--- config.mk ---
export PLATFORM = sky130hd
export DESIGN_NAME = gmii_tx_framer_flat
export DESIGN_NICKNAME = d
export VERILOG_FILES = /design/src/rtl/gmii_tx_pkg.sv /design/src/rtl/gmii_if.sv /design/src/rtl/crc32_d8.sv /design/src/rtl/gmii_tx_framer.sv /design/src/flat_wrapper.sv
export SDC_FILE = /design/constraint.sdc
export NUM_CORES = 1
export LEC_CHECK = 0
export BUFFER_PORTS_ARGS = -buffer_cell sky130_fd_sc_hd__buf_2
export CELL_PAD_IN_SITES_DETAIL_PLACEMENT = 1
export CELL_PAD_IN_SITES_GLOBAL_PLACEMENT = 2
export CORE_MARGIN = 1.5
export CORE_UTILIZATION = 25
export CTS_CLUSTER_SIZE = 30
export DETAILED_ROUTE_END_ITERATION = 8
export PLACE_DENSITY_LB_ADDON = 0.15
export SYNTH_ARGS = -nofsm -noshare
export SYNTH_HDL_FRONTEND = slang
export SYNTH_SLANG_ARGS = --single-unit
--- constraint.sdc ---
create_clock -name clk -period 3.64 [get_ports clk]
set_input_delay 0.182 -clock clk [delete_from_list [all_inputs] [get_ports clk]]
set_output_delay 0.182 -clock clk [all_outputs]
set_load 0.01 [all_outputs]
--- src/rtl/gmii_tx_pkg.sv ---
// Shared types and constants for the GMII transmit framer.
package gmii_tx_pkg;

   typedef enum logic [2:0] {
      IDLE,
      PREAMBLE,
      SFD,
      PAYLOAD,
      PAD,
      DRAIN,
      FCS,
      IPG
   } tx_state_t;

   localparam logic [7:0]  PREAMBLE_BYTE = 8'h55;
   localparam logic [7:0]  SFD_BYTE      = 8'hD5;
   localparam logic [31:0] CRC32_POLY    = 32'hEDB88320;
   localparam logic [31:0] CRC32_INIT    = 32'hFFFFFFFF;

   localparam int unsigned PRE_CNT_W  = 3;
   localparam int unsigned IPG_CNT_W  = 4;
   localparam int unsigned BYTE_CNT_W = 7;
   localparam int unsigned FCS_IDX_W  = 2;

endpackage

--- src/rtl/gmii_if.sv ---
// GMII transmit bundle: byte-wide data with valid and error qualifiers.
interface gmii_if;
   logic       valid;
   logic [7:0] data;
   logic       error;

   modport master (output valid, output data, output error);
   modport slave  (input valid, input data, input error);
endinterface

--- src/rtl/crc32_d8.sv ---
// Combinational reflected CRC-32 update for one byte, LSB first.
module crc32_d8
   import gmii_tx_pkg::*;
(
   input  logic [31:0] crc_i,
   input  logic [7:0]  data_i,
   output logic [31:0] crc_o
);

   always_comb begin
      crc_o = crc_i ^ {24'h000000, data_i};
      for (int i = 0; i < 8; i++) begin
         crc_o = crc_o[0] ? ((crc_o >> 1) ^ CRC32_POLY) : (crc_o >> 1);
      end
   end

endmodule

--- src/rtl/gmii_tx_framer.sv ---
// GMII TX framer: preamble/SFD insertion, optional short-frame padding, FCS append,
// IPG enforcement and frame invalidation. Padding is enabled by defining GMII_TX_PAD_EN.
module gmii_tx_framer
   import gmii_tx_pkg::*;
#(
   parameter int unsigned IPG_BYTES         = 12,
   parameter int unsigned PREAMBLE_BYTES    = 7,
   parameter int unsigned MIN_PAYLOAD_BYTES = 60
) (
   input  logic       clk,
   input  logic       rst,
   input  logic [7:0] s_data_i,
   input  logic       s_valid_i,
   input  logic       s_last_i,
   input  logic       s_error_i,
   output logic       s_ready_o,
   gmii_if.master     gmii_tx_if_o,
   output logic       tx_abort_o,
   output logic       tx_done_o
);

`ifdef GMII_TX_PAD_EN
   localparam bit PAD_EN = 1'b1;
`else
   localparam bit PAD_EN = 1'b0;
`endif

   tx_state_t               state_q, state_d;
   logic [PRE_CNT_W-1:0]    pre_cnt_q, pre_cnt_d;
   logic [IPG_CNT_W-1:0]    ipg_cnt_q, ipg_cnt_d;
   logic [BYTE_CNT_W-1:0]   byte_cnt_q, byte_cnt_d, byte_cnt_inc;
   logic [FCS_IDX_W-1:0]    fcs_idx_q, fcs_idx_d;
   logic [31:0]             crc_q, crc_d, crc_next, fcs_word;
   logic [7:0]              crc_byte;
   logic                    valid_q, valid_d;
   logic [7:0]              data_q, data_d;
   logic                    error_q, error_d;
   logic                    abort_q, abort_d;
   logic                    done_q, done_d;

   assign s_ready_o = (state_q == PAYLOAD) || (state_q == DRAIN);

   // Pad bytes are zeros, so the CRC input is only the source byte while in PAYLOAD.
   assign crc_byte = (state_q == PAYLOAD) ? s_data_i : 8'h00;
   assign fcs_word = ~crc_q;
   assign byte_cnt_inc = (byte_cnt_q < 7'(MIN_PAYLOAD_BYTES)) ? byte_cnt_q + 7'd1 : byte_cnt_q;

   crc32_d8 u_crc (
      .crc_i  (crc_q),
      .data_i (crc_byte),
      .crc_o  (crc_next)
   );

   always_comb begin
      state_d    = state_q;
      pre_cnt_d  = pre_cnt_q;
      ipg_cnt_d  = ipg_cnt_q;
      byte_cnt_d = byte_cnt_q;
      fcs_idx_d  = fcs_idx_q;
      crc_d      = crc_q;
      valid_d    = 1'b0;
      data_d     = 8'h00;
      error_d    = 1'b0;
      abort_d    = 1'b0;
      done_d     = 1'b0;

      case (state_q)
         IDLE: begin
            crc_d      = CRC32_INIT;
            pre_cnt_d  = '0;
            ipg_cnt_d  = '0;
            byte_cnt_d = '0;
            fcs_idx_d  = '0;
            if (s_valid_i) begin
               valid_d   = 1'b1;
               data_d    = PREAMBLE_BYTE;
               pre_cnt_d = 3'd1;
               state_d   = (PREAMBLE_BYTES > 1) ? PREAMBLE : SFD;
            end
         end

         PREAMBLE: begin
            valid_d   = 1'b1;
            data_d    = PREAMBLE_BYTE;
            pre_cnt_d = pre_cnt_q + 3'd1;
            if (pre_cnt_q == 3'(PREAMBLE_BYTES - 1)) begin
               state_d = SFD;
            end
         end

         SFD: begin
            valid_d = 1'b1;
            data_d  = SFD_BYTE;
            state_d = PAYLOAD;
         end

         PAYLOAD: begin
            valid_d = 1'b1;
            if (!s_valid_i || s_error_i) begin
               // Invalidate the frame on the wire; finish it off in DRAIN unless already at its end.
               error_d = 1'b1;
               abort_d = 1'b1;
               state_d = s_last_i ? IPG : DRAIN;
            end else begin
               data_d     = s_data_i;
               crc_d      = crc_next;
               byte_cnt_d = byte_cnt_inc;
               if (s_last_i) begin
                  if (PAD_EN && (byte_cnt_q < 7'(MIN_PAYLOAD_BYTES - 1))) begin
                     state_d = PAD;
                  end else begin
                     state_d = FCS;
                  end
               end
            end
         end

`ifdef GMII_TX_PAD_EN
         PAD: begin
            valid_d    = 1'b1;
            crc_d      = crc_next;
            byte_cnt_d = byte_cnt_inc;
            if (byte_cnt_q == 7'(MIN_PAYLOAD_BYTES - 1)) begin
               state_d = FCS;
            end
         end
`endif

         DRAIN: begin
            if (s_valid_i && s_last_i) begin
               state_d = IPG;
            end
         end

         FCS: begin
            valid_d   = 1'b1;
            data_d    = fcs_word[{fcs_idx_q, 3'b000} +: 8];
            fcs_idx_d = fcs_idx_q + 2'd1;
            if (fcs_idx_q == 2'd3) begin
               done_d  = 1'b1;
               state_d = IPG;
            end
         end

         IPG: begin
            ipg_cnt_d = ipg_cnt_q + 4'd1;
            if (ipg_cnt_q == 4'(IPG_BYTES - 1)) begin
               ipg_cnt_d = '0;
               state_d   = IDLE;
            end
         end

         default: begin
            state_d = IDLE;
         end
      endcase
   end

   always_ff @(posedge clk) begin
      if (rst) begin
         state_q    <= IDLE;
         pre_cnt_q  <= '0;
         ipg_cnt_q  <= '0;
         byte_cnt_q <= '0;
         fcs_idx_q  <= '0;
         crc_q      <= CRC32_INIT;
         valid_q    <= 1'b0;
         data_q     <= 8'h00;
         error_q    <= 1'b0;
         abort_q    <= 1'b0;
         done_q     <= 1'b0;
      end else begin
         state_q    <= state_d;
         pre_cnt_q  <= pre_cnt_d;
         ipg_cnt_q  <= ipg_cnt_d;
         byte_cnt_q <= byte_cnt_d;
         fcs_idx_q  <= fcs_idx_d;
         crc_q      <= crc_d;
         valid_q    <= valid_d;
         data_q     <= data_d;
         error_q    <= error_d;
         abort_q    <= abort_d;
         done_q     <= done_d;
      end
   end

   assign gmii_tx_if_o.valid = valid_q;
   assign gmii_tx_if_o.data  = data_q;
   assign gmii_tx_if_o.error = error_q;
   assign tx_abort_o         = abort_q;
   assign tx_done_o          = done_q;

endmodule

--- src/flat_wrapper.sv ---
// flat-port wrapper written by rule: the top's interface ports become plain ports
module gmii_tx_framer_flat import gmii_tx_pkg::*;
#(
   parameter int unsigned IPG_BYTES         = 12,
   parameter int unsigned PREAMBLE_BYTES    = 7,
   parameter int unsigned MIN_PAYLOAD_BYTES = 60
)
  (clk, rst, s_data_i, s_valid_i, s_last_i, s_error_i, s_ready_o, tx_abort_o, tx_done_o, gmii_tx_if_o_valid, gmii_tx_if_o_data, gmii_tx_if_o_error);
  gmii_if gmii_tx_if_o_i ();
  input  logic clk;
  input  logic rst;
  input  logic [7:0] s_data_i;
  input  logic s_valid_i;
  input  logic s_last_i;
  input  logic s_error_i;
  output logic s_ready_o;
  output logic tx_abort_o;
  output logic tx_done_o;
  output wire logic [$bits(gmii_tx_if_o_i.valid)-1:0] gmii_tx_if_o_valid;
  output wire logic [$bits(gmii_tx_if_o_i.data)-1:0] gmii_tx_if_o_data;
  output wire logic [$bits(gmii_tx_if_o_i.error)-1:0] gmii_tx_if_o_error;
  assign gmii_tx_if_o_valid = gmii_tx_if_o_i.valid;
  assign gmii_tx_if_o_data = gmii_tx_if_o_i.data;
  assign gmii_tx_if_o_error = gmii_tx_if_o_i.error;
  gmii_tx_framer #(.IPG_BYTES(IPG_BYTES), .PREAMBLE_BYTES(PREAMBLE_BYTES), .MIN_PAYLOAD_BYTES(MIN_PAYLOAD_BYTES)) u_core (.clk(clk), .rst(rst), .s_data_i(s_data_i), .s_valid_i(s_valid_i), .s_last_i(s_last_i), .s_error_i(s_error_i), .s_ready_o(s_ready_o), .gmii_tx_if_o(gmii_tx_if_o_i), .tx_abort_o(tx_abort_o), .tx_done_o(tx_done_o));
endmodule
# Word-level counts from Yosys, hierarchy flattened
# Index checks and enable logic that the tools add are counted.
# classes
addsub	3
eq_ne	16
shift	1
mux	32
bitwise_logic	12
n_reduce_logical	14
# op_table
cell	n
$mux W32	9
$not A13 Y14	8
$pmux W32 S2	1
$pmux W8 S5	1
$not A32 Y32	1
$shiftx A32 B6 Y8	1
$xor A32 B8 Y32	1
$mux W3	7
$pmux W3 S7	1
$mux W8	2
$eq A3 B3 Y1 const B	4
$pmux W4 S2	1
$reduce_bool A2 Y1	4
$mux W7	1
$eq A3 B2 Y1 const B	2
$ne A2 B1 Y1 const B	3
$ne A2 B2 Y1 const B	3
$pmux W3 S2	1
$reduce_and A6 Y1	1
$add A4 B1 Y4 const B	1
$eq A4 B4 Y1 const B	1
$mux W1	4
$mux W4	1
$pmux W2 S2	1
other kinds (15)	18
# word_totals
ff_bits	55
inputBits	13
output_inout_bits	13
elab_cells	87

# Depth between registers and ports, before layout
# Gate-level depths: netlist of the first run.
# depth
word_depth	21
mapped_depth	9
mapped_depth_nobuf	7

# Hierarchy
# A second synthesis of the first run with hierarchy kept.
# hier_totals
cells_unflattened	371
area_unflattened_um2	3663.5
# modules_own_cells
module	n_inst	cells_each	area_per_inst_um2	seq_area_each_um2
gmii_tx_framer	1	308	2703.8	1101.1
crc32_d8	1	63	959.7	0.0

# Worst setup path after synthesis of the first run
# No wires, ideal clock.
# synth_path
kind	register to register
startpoint	register u_core.state_q[1]
endpoint	register u_core.crc_q[23]
t_arrival_ps	1708
path_slack_ps	1810
stages_incl_launch_ff	9
n_path_buf	3
synth_period_minus_slack_ps	1830
path_cell_list	dfxtp_1 > and2_1 > buf_2 > nand2b_1 > or2_2 > clkbuf_1 > nor2_1 > buf_2 > a21oi_1
# synth_via
elab_chain_len	18
elab_cells_between_ends	23
classes_between	eq/ne (2); mux (11); bitwise (7); reduce/logical (3)
# synth_lines
item	line	rtl
from (decl)	gmii_tx_framer.sv:28	tx_state_t state_q, state_d;
from (signal assigned)	gmii_tx_framer.sv:173	state_q <= state_d;
$eq A3 B2 Y1	gmii_tx_framer.sv:44, gmii_tx_framer.sv:67	
$mux W8	gmii_tx_framer.sv:44	assign crc_byte = (state_q == PAYLOAD) ? s_data_i : 8'h00;
$xor A32 B8 Y32	crc32_d8.sv:11	crc_o = crc_i ^ {24'h000000, data_i};
$mux W32	crc32_d8.sv:13	crc_o = crc_o[0] ? ((crc_o >> 1) ^ CRC32_POLY) : (crc_o >> 1);
$not A13 Y14 (no source line)	n/a	
$mux W32 (2 in series)	crc32_d8.sv:13	
$not A13 Y14 (no source line)	n/a	
$mux W32	crc32_d8.sv:13	
$not A13 Y14 (no source line)	n/a	
$mux W32 (2 in series)	crc32_d8.sv:13	
$not A13 Y14 (no source line)	n/a	
$mux W32	crc32_d8.sv:13	
$not A13 Y14 (no source line)	n/a	
$mux W32	crc32_d8.sv:13	
$mux W32	gmii_tx_framer.sv:99	if (!s_valid_i || s_error_i) begin
$pmux W32 S2	gmii_tx_framer.sv:67	case (state_q)
to (signal assigned)	gmii_tx_framer.sv:178	crc_q <= crc_d;
to (decl)	gmii_tx_framer.sv:33	logic [31:0] crc_q, crc_d, crc_next, fcs_word;
# Several ways; a longest one is shown, not always the timed one. The select of a mux whose other input is x is not followed.
# A chain may end at the register's enable or synchronous reset.

# Worst setup path after layout of the first run
# layout_path
startpoint	register u_core.state_q[0]
endpoint	register u_core.crc_q[23]
# The elaborated chain is that of the path after synthesis.

==> flow_summary_export.csv, run 1 <==
group,metric,value,unit
clocking,clockRootBuffer,"clkbuf_16",
sta,min_period,2449,ps
run_status,status,"finished clean",
detailed_routing,ant_nets,0,
logic_synthesis,syn_nets,368,
global_routing,grt_pass1_vias,2564,
sta,worst_pin_slew,775.5,ps
sta,rsz0062_at_grt,"false",
detailed_routing,dr.pass1.iters,4,
sta,maxSlewHeadroom,48.23,%
setup_path,endpoint_kind,"flop",
pwr,switching_share,24.39,%
global_routing,grt_use_met3,2.044,%
final_layout,layout_commonest_cell,"dfxtp_1",
detailed_routing,post-route-drc-count,0,
clocking,cts_setup_buffers,0,
die,die_w,119.5,um
sta,clock-skew-final,6.366,ps
logic_synthesis,yosysSeqAreaShare,32.42,%
hold_path,hp-start,"s_data_i[3]",
sta,holdWs,152.4,ps
setup_path,criticalPathCategory,"reg2reg",
global_routing,antenna_found_initial,0,
placement,dp_cells,537,
clocking,clk_pin_slew_worst_paths,80,ps
global_routing,globalRouteTotalUtil,14.12,%
clocking,cts_resized,0,
pwr,p_seq_share,52.4,%
sta,fin_tns_setup,0,ps
pwr,combPwrFrac,5.5,%
die,die-area,14290,sq um
global_routing,grt.busiest_layer,"met2",
sta,hold_violations,0,
detailed_routing,wire_per_inst,17.42,um
global_routing,grt_use_met1,20.10,%
final_layout,diodes,0,
setup_path,crit_fanout,15,
final_layout,nFillCells,1559,
pwr,pwr-share-clk,42.1,%
sta,setup_viol,0,
pwr,power.switching,285.8,uW
final_layout,fin_cells,545,
global_routing,grt_pass1_wl,15350,um
setup_path,r2r_setup_slack,1190,ps
final_layout,area_growth,12.56,%
setup_path,arrival,2620,ps
setup_path,start_kind,"flop",
clocking,cts.sinks,55,
final_layout,drive_above_1_share,20.60,%
clocking,h-tree-depth,2,
detailed_routing,wl,9493,um
global_routing,grt_overflow,0,
sta,fmax,408.3,MHz
logic_synthesis,syn_inst,351,
die,row_count,42,
logic_synthesis,netlist_area,3396,sq um
pwr,power.density,306.6,nW/um^2
detailed_routing,vias,2492,
clocking,clkLatencyLatePin,300,ps
final_layout,fin_util,28.86,%
pwr,vdd_drop_max,0.1616,mV
placement,place.gp.congestion,0.7052,
logic_synthesis,post_synth_num_cell_types,41,
detailed_routing,first_iter_violations,84,
final_layout,mostFrequentLayoutCells,"dfxtp_1 (55), nor2_1 (41), a21oi_1 (38)",
detailed_routing,vias_per_cell,4.572,
clocking,hold_buffers,0,
setup_path,r2r-end,"u_core.crc_q[23]",
hold_path,worstHoldPathType,"in2reg",
sta,fin_crit_sh,67.28,%
placement,hpwl,6894,um
die,die_h,119.5,um
logic_synthesis,synth-seq-cells,55,
pwr,p_leak,1.231,nW
placement,io_buffers,25,
clocking,cts_tree,"yes",
setup_path,crit_required,3810,ps
hold_path,worstHoldEndpoint,"u_core.gmii_tx_if_o.data[3]",
setup_path,reg2reg_depth,7,
final_layout,nNetsFinal,385,
clocking,cts_buffers,5,
logic_synthesis,yosysWarnings,0,
die,io_pins,26,
hold_path,hold_depth,3,
die,coreArea,13240,sq um
pwr,p_int,886.0,uW
sta,drv_slew,0,
die,initial_core_util,25.64,%
global_routing,grtUsageMet2,22.23,%
flow_run,maxCapViolCount,0,
logic_synthesis,avgSynthCellArea,9.675,sq um
global_routing,grt_max_degree,35,
setup_path,r2r-start,"u_core.state_q[0]",
clocking,clock_path_buffers,2,
==> sequential cells by signal, indices dropped and copies added (netlist names) <==
register and flops:
u_core.gmii_tx_if_o.valid 1, u_core.crc_q 32, u_core.ipg_cnt_q 4, u_core.state_q 3, u_core.gmii_tx_if_o.error 1, u_core.pre_cnt_q 3
u_core.gmii_tx_if_o.data 8, u_core.fcs_idx_q 2, u_core.tx_done_o 1
==> cells in the mapped netlist, drive strengths merged <==
cell type   n  share of area [%]
a21o        2               0.44
a21oi      38                5.6
a221oi      1               0.26
a311oi      1               0.26
a31oi       6                1.1
and2        1               0.18
buf        11                1.9
clkbuf     10                1.1
dfxtp      55                 32
ha          4                1.5
inv         5               0.55
mux2i       2               0.59
mux4        8                5.3
nand2      19                2.1
nand2b     18                3.3
nand3       2               0.29
nand3b      1               0.22
nand4b      8                3.3
nor2       41                4.5
nor2b       4               0.74
nor3        1               0.15
nor3b       1               0.22
nor4        1               0.18
nor4b       1               0.26
o21ai      13                1.9
o21bai      1               0.22
o22ai      14                2.6
o31ai       1               0.22
or2         8                1.5
or3         2               0.37
xnor2      43                 15
xor2       28                 12
==> critical path, cell delays in order, from the launching register on <==
cell and delay, ps:
dfxtp_1 670, buf_4 270, nand4b_1 220, xor2_4 430, xnor2_1 150, xnor2_1 320, xor2_1 180, a21oi_1 80
==> per-stage QoR <==
| step | total power, mW | worst slack, ps | area, sq um |
|---|---|---|---|
| after floorplan | 0.6647 | 1810 | 3396 |
| after global placement | 0.6955 | 1095 | 3685 |
| after detailed placement | 0.6954 | 1185 | 3685 |
| after CTS | 1.195 | 1162 | 3822 |
| after global routing | 1.225 | 994.1 | 3822 |
| final | 1.172 | 1191 | 3822 |
==> area by class of cell <==
cell class / instances / area (sq um) / area share [%]
multi-input cells: 270 / 2175 / 56.89
flip-flops and latches: 55 / 1101 / 28.81
well taps: 176 / 220.2 / 5.761
repair buffers: 31 / 170.2 / 4.452
clock buffers: 7 / 132.6 / 3.470
inverters: 5 / 18.77 / 0.4910
clock inverters: 1 / 5.005 / 0.1309
==> cells by family (layout without fill, tap and decap cells) <==
logic type      Yosys count  after routing  synth area share, %
mux                      10             10                5.895
simple gates            108            108                17.35
flops                    55             55                32.42
fa+ha+maj                 4              4                1.474
xor+xnor                 71             71                26.71
compound gates           77             77                12.60
buf+inv                  26             44                3.537
==> routing by layer <==
metal	up-vias	part of all wire, %
met5	-	0
met4	0	0.93
met3	7	2.1
met2	20	46
met1	1236	51
li1	1229	-
==> how the worst max path moves through the flow <==
stage / from / to / slack, ps / cells past startpoint
floorplan: u_core.state_q[1] / u_core.crc_q[23] / 1810 / 8
global placement: u_core.state_q[0] / u_core.crc_q[23] / 1100 / 7
detailed placement: u_core.state_q[0] / u_core.crc_q[23] / 1190 / 7
CTS: u_core.state_q[0] / u_core.crc_q[23] / 1160 / 7
global route: u_core.state_q[0] / u_core.crc_q[23] / 990 / 7
finish: u_core.state_q[0] / u_core.crc_q[23] / 1190 / 7
==> power groups by stage <==
| stage | Clock [mW] | Sequential, mW | Combinational, mW |
|---|---|---|---|
| finish | 0.493 | 0.614 | 0.0646 |
| global route | 0.538 | 0.615 | 0.0724 |
| CTS | 0.514 | 0.614 | 0.0668 |
| detailed placement | 0 | 0.629 | 0.0667 |
| global placement | 0 | 0.629 | 0.0669 |
| floorplan | 0 | 0.627 | 0.0381 |
No activity file was read; power rests on OpenSTA's default activity.
==> run 2: changes to the inputs <==
==> constraint.sdc (replaced) <==
create_clock -name clk -period 2.5 [get_ports clk]
set_input_delay 0.125 -clock clk [delete_from_list [all_inputs] [get_ports clk]]
set_output_delay 0.125 -clock clk [all_outputs]
set_load 0.01 [all_outputs]
==> flow_summary_export.csv, run 2 (synthesis gave the netlist of run 1 again) <==
group,metric,value,unit
clocking,clkLatencyLatePin,310,ps
pwr,pwr-share-clk,46.3,%
sta,layout_setup_ws,293.8,ps
sta,drv_slew,0,
clocking,clk_pin_slew_worst_paths,80,ps
pwr,power.density,470.7,nW/um^2
die,coreArea,13240,sq um
detailed_routing,first_iter_violations,121,
global_routing,antenna_found_initial,0,
die,die_w,119.5,um
final_layout,layout_commonest_cell,"dfxtp_1",
clocking,cts.sinks,55,
setup_path,crit_fanout,11,
sta,fmax,453.3,MHz
hold_path,hp-start,"s_data_i[1]",
setup_path,endpoint_kind,"flop",
sta,hold_violations,0,
setup_path,r2r_setup_slack,290,ps
hold_path,worstHoldPathType,"in2reg",
placement,place.gp.congestion,0.7407,
setup_path,r2r-end,"u_core.crc_q[21]",
setup_path,r2r-start,"u_core.state_q[1]",
setup_path,criticalPathCategory,"reg2reg",
setup_path,reg2reg_depth,7,
sta,min_period,2206,ps
run_status,status,"finished clean",
die,initial_core_util,25.64,%
setup_path,crit_required,2700,ps
hold_path,hold_depth,3,
sta,maxSlewHeadroom,59.68,%
clocking,clockRootBuffer,"clkbuf_16",
pwr,p_seq_share,48.3,%
clocking,cts_resized,0,
final_layout,nNetsFinal,394,
pwr,switching_share,23.21,%
global_routing,grt_overflow,0,
global_routing,grt_pass1_vias,2562,
sta,worst_pin_slew,604.0,ps
pwr,power.switching,428.9,uW
die,io_pins,26,
placement,hpwl,7344,um
final_layout,drive_above_1_share,23.02,%
clocking,clock_path_buffers,2,
sta,fin_crit_sh,88.25,%
clocking,hold_buffers,0,
detailed_routing,post-route-drc-count,0,
hold_path,worstHoldEndpoint,"u_core.gmii_tx_if_o.data[1]",
detailed_routing,vias,2459,
pwr,p_int,1.419,mW
sta,setup_viol,0,
placement,io_buffers,25,
setup_path,start_kind,"flop",
setup_path,arrival,2410,ps
pwr,p_leak,1.295,nW
pwr,vdd_drop_max,0.2255,mV
final_layout,nFillCells,1544,
global_routing,globalRouteTotalUtil,14.67,%
global_routing,grt_pass1_wl,15600,um
flow_run,maxCapViolCount,0,
detailed_routing,ant_nets,0,
sta,rsz0062_at_grt,"false",
pwr,combPwrFrac,5.4,%
global_routing,grt_max_degree,27,
detailed_routing,vias_per_cell,4.439,
final_layout,area_growth,15.62,%
clocking,h-tree-depth,2,
placement,dp_slack,274.8,ps
detailed_routing,wire_per_inst,17.70,um
detailed_routing,wl,9805,um
clocking,cts_tree,"yes",
sta,fin_tns_setup,0,ps
final_layout,top_register,"u_core.crc_q",
die,row_count,42,
final_layout,mostFrequentLayoutCells,"dfxtp_1 (55), nor2_1 (41), a21oi_1 (38)",
sta,clock-skew-final,8.724,ps
detailed_routing,dr.pass1.iters,4,
clocking,cts_buffers,5,
clocking,cts_setup_buffers,0,
final_layout,diodes,0,
die,die-area,14290,sq um
die,die_h,119.5,um
final_layout,largest_reg_flops,32,
[run 2: cell count changes in the layout (fill, tap and decap cells not counted), sizes merged]
cell	change
bufinv	+1
clkbuf	-1
buf	+9
[run 2: worst max path at each step]
| stage | start | end | slack [ps] | cells past startpoint |
|---|---|---|---|---|
| after floorplan | u_core.state_q[1] | u_core.crc_q[23] | 670 | 8 |
| after global placement | u_core.state_q[1] | u_core.crc_q[24] | 280 | 7 |
| after detailed placement | u_core.state_q[1] | u_core.crc_q[13] | 270 | 7 |
| after CTS | u_core.state_q[1] | u_core.crc_q[21] | 250 | 7 |
| after global routing | u_core.state_q[0] | u_core.crc_q[18] | 110 | 6 |
| final | u_core.state_q[1] | u_core.crc_q[21] | 290 | 7 |
[run 2: stage by stage]
stage          utilization [%]  area, sq um  hold slack, ps  std cells  total power [mW]
2_1_floorplan                -         3396           263.8        351            0.9678
3_3_place_gp             28.34         3752           407.4        546             1.018
3_5_place_dp             28.34         3752           412.3        546             1.017
4_1_cts                  29.65         3926           84.56        554             1.886
5_1_grt                  29.65         3926           112.3        554             1.930
6_report                 29.65         3926           87.16        554             1.848
[run 2: power by group through the flow]
stage	Sequential, mW	Combinational, mW	Clock [mW]
detailed placement	0.914	0.102	0
finish	0.893	0.0991	0.855
floorplan	0.912	0.0555	0
global route	0.895	0.110	0.924
CTS	0.894	0.102	0.890
global placement	0.914	0.104	0
[run 2: layout make-up]
type	count	area [sq um]	share of cell area, %
Clock buffer	6	138.9	3.537
Clock inverter	2	35.03	0.8923
Inverter	5	18.77	0.4780
Multi-Input combinational cell	270	2175	55.39
Sequential cell	55	1101	28.04
Tap cell	176	220.2	5.609
Timing Repair Buffer	40	237.7	6.055
[run 2: per-layer routing]
layer | vias to the layer above | global-route usage (%) | routed length, um
li1 | 1237 | - | -
met1 | 1189 | 20.50 | 5016
met2 | 27 | 22.67 | 4390
met3 | 6 | 3.422 | 283
met4 | 0 | 4.018 | 114
met5 | - | 0 | 0
[run 2: critical path: stages (launching register included)]
cell,delay (ps)
dfxtp_1,640
nand4b_1,310
xor2_4,360
xnor2_4,110
buf_4,170
xnor2_2,250
xor2_1,180
a21oi_1,80
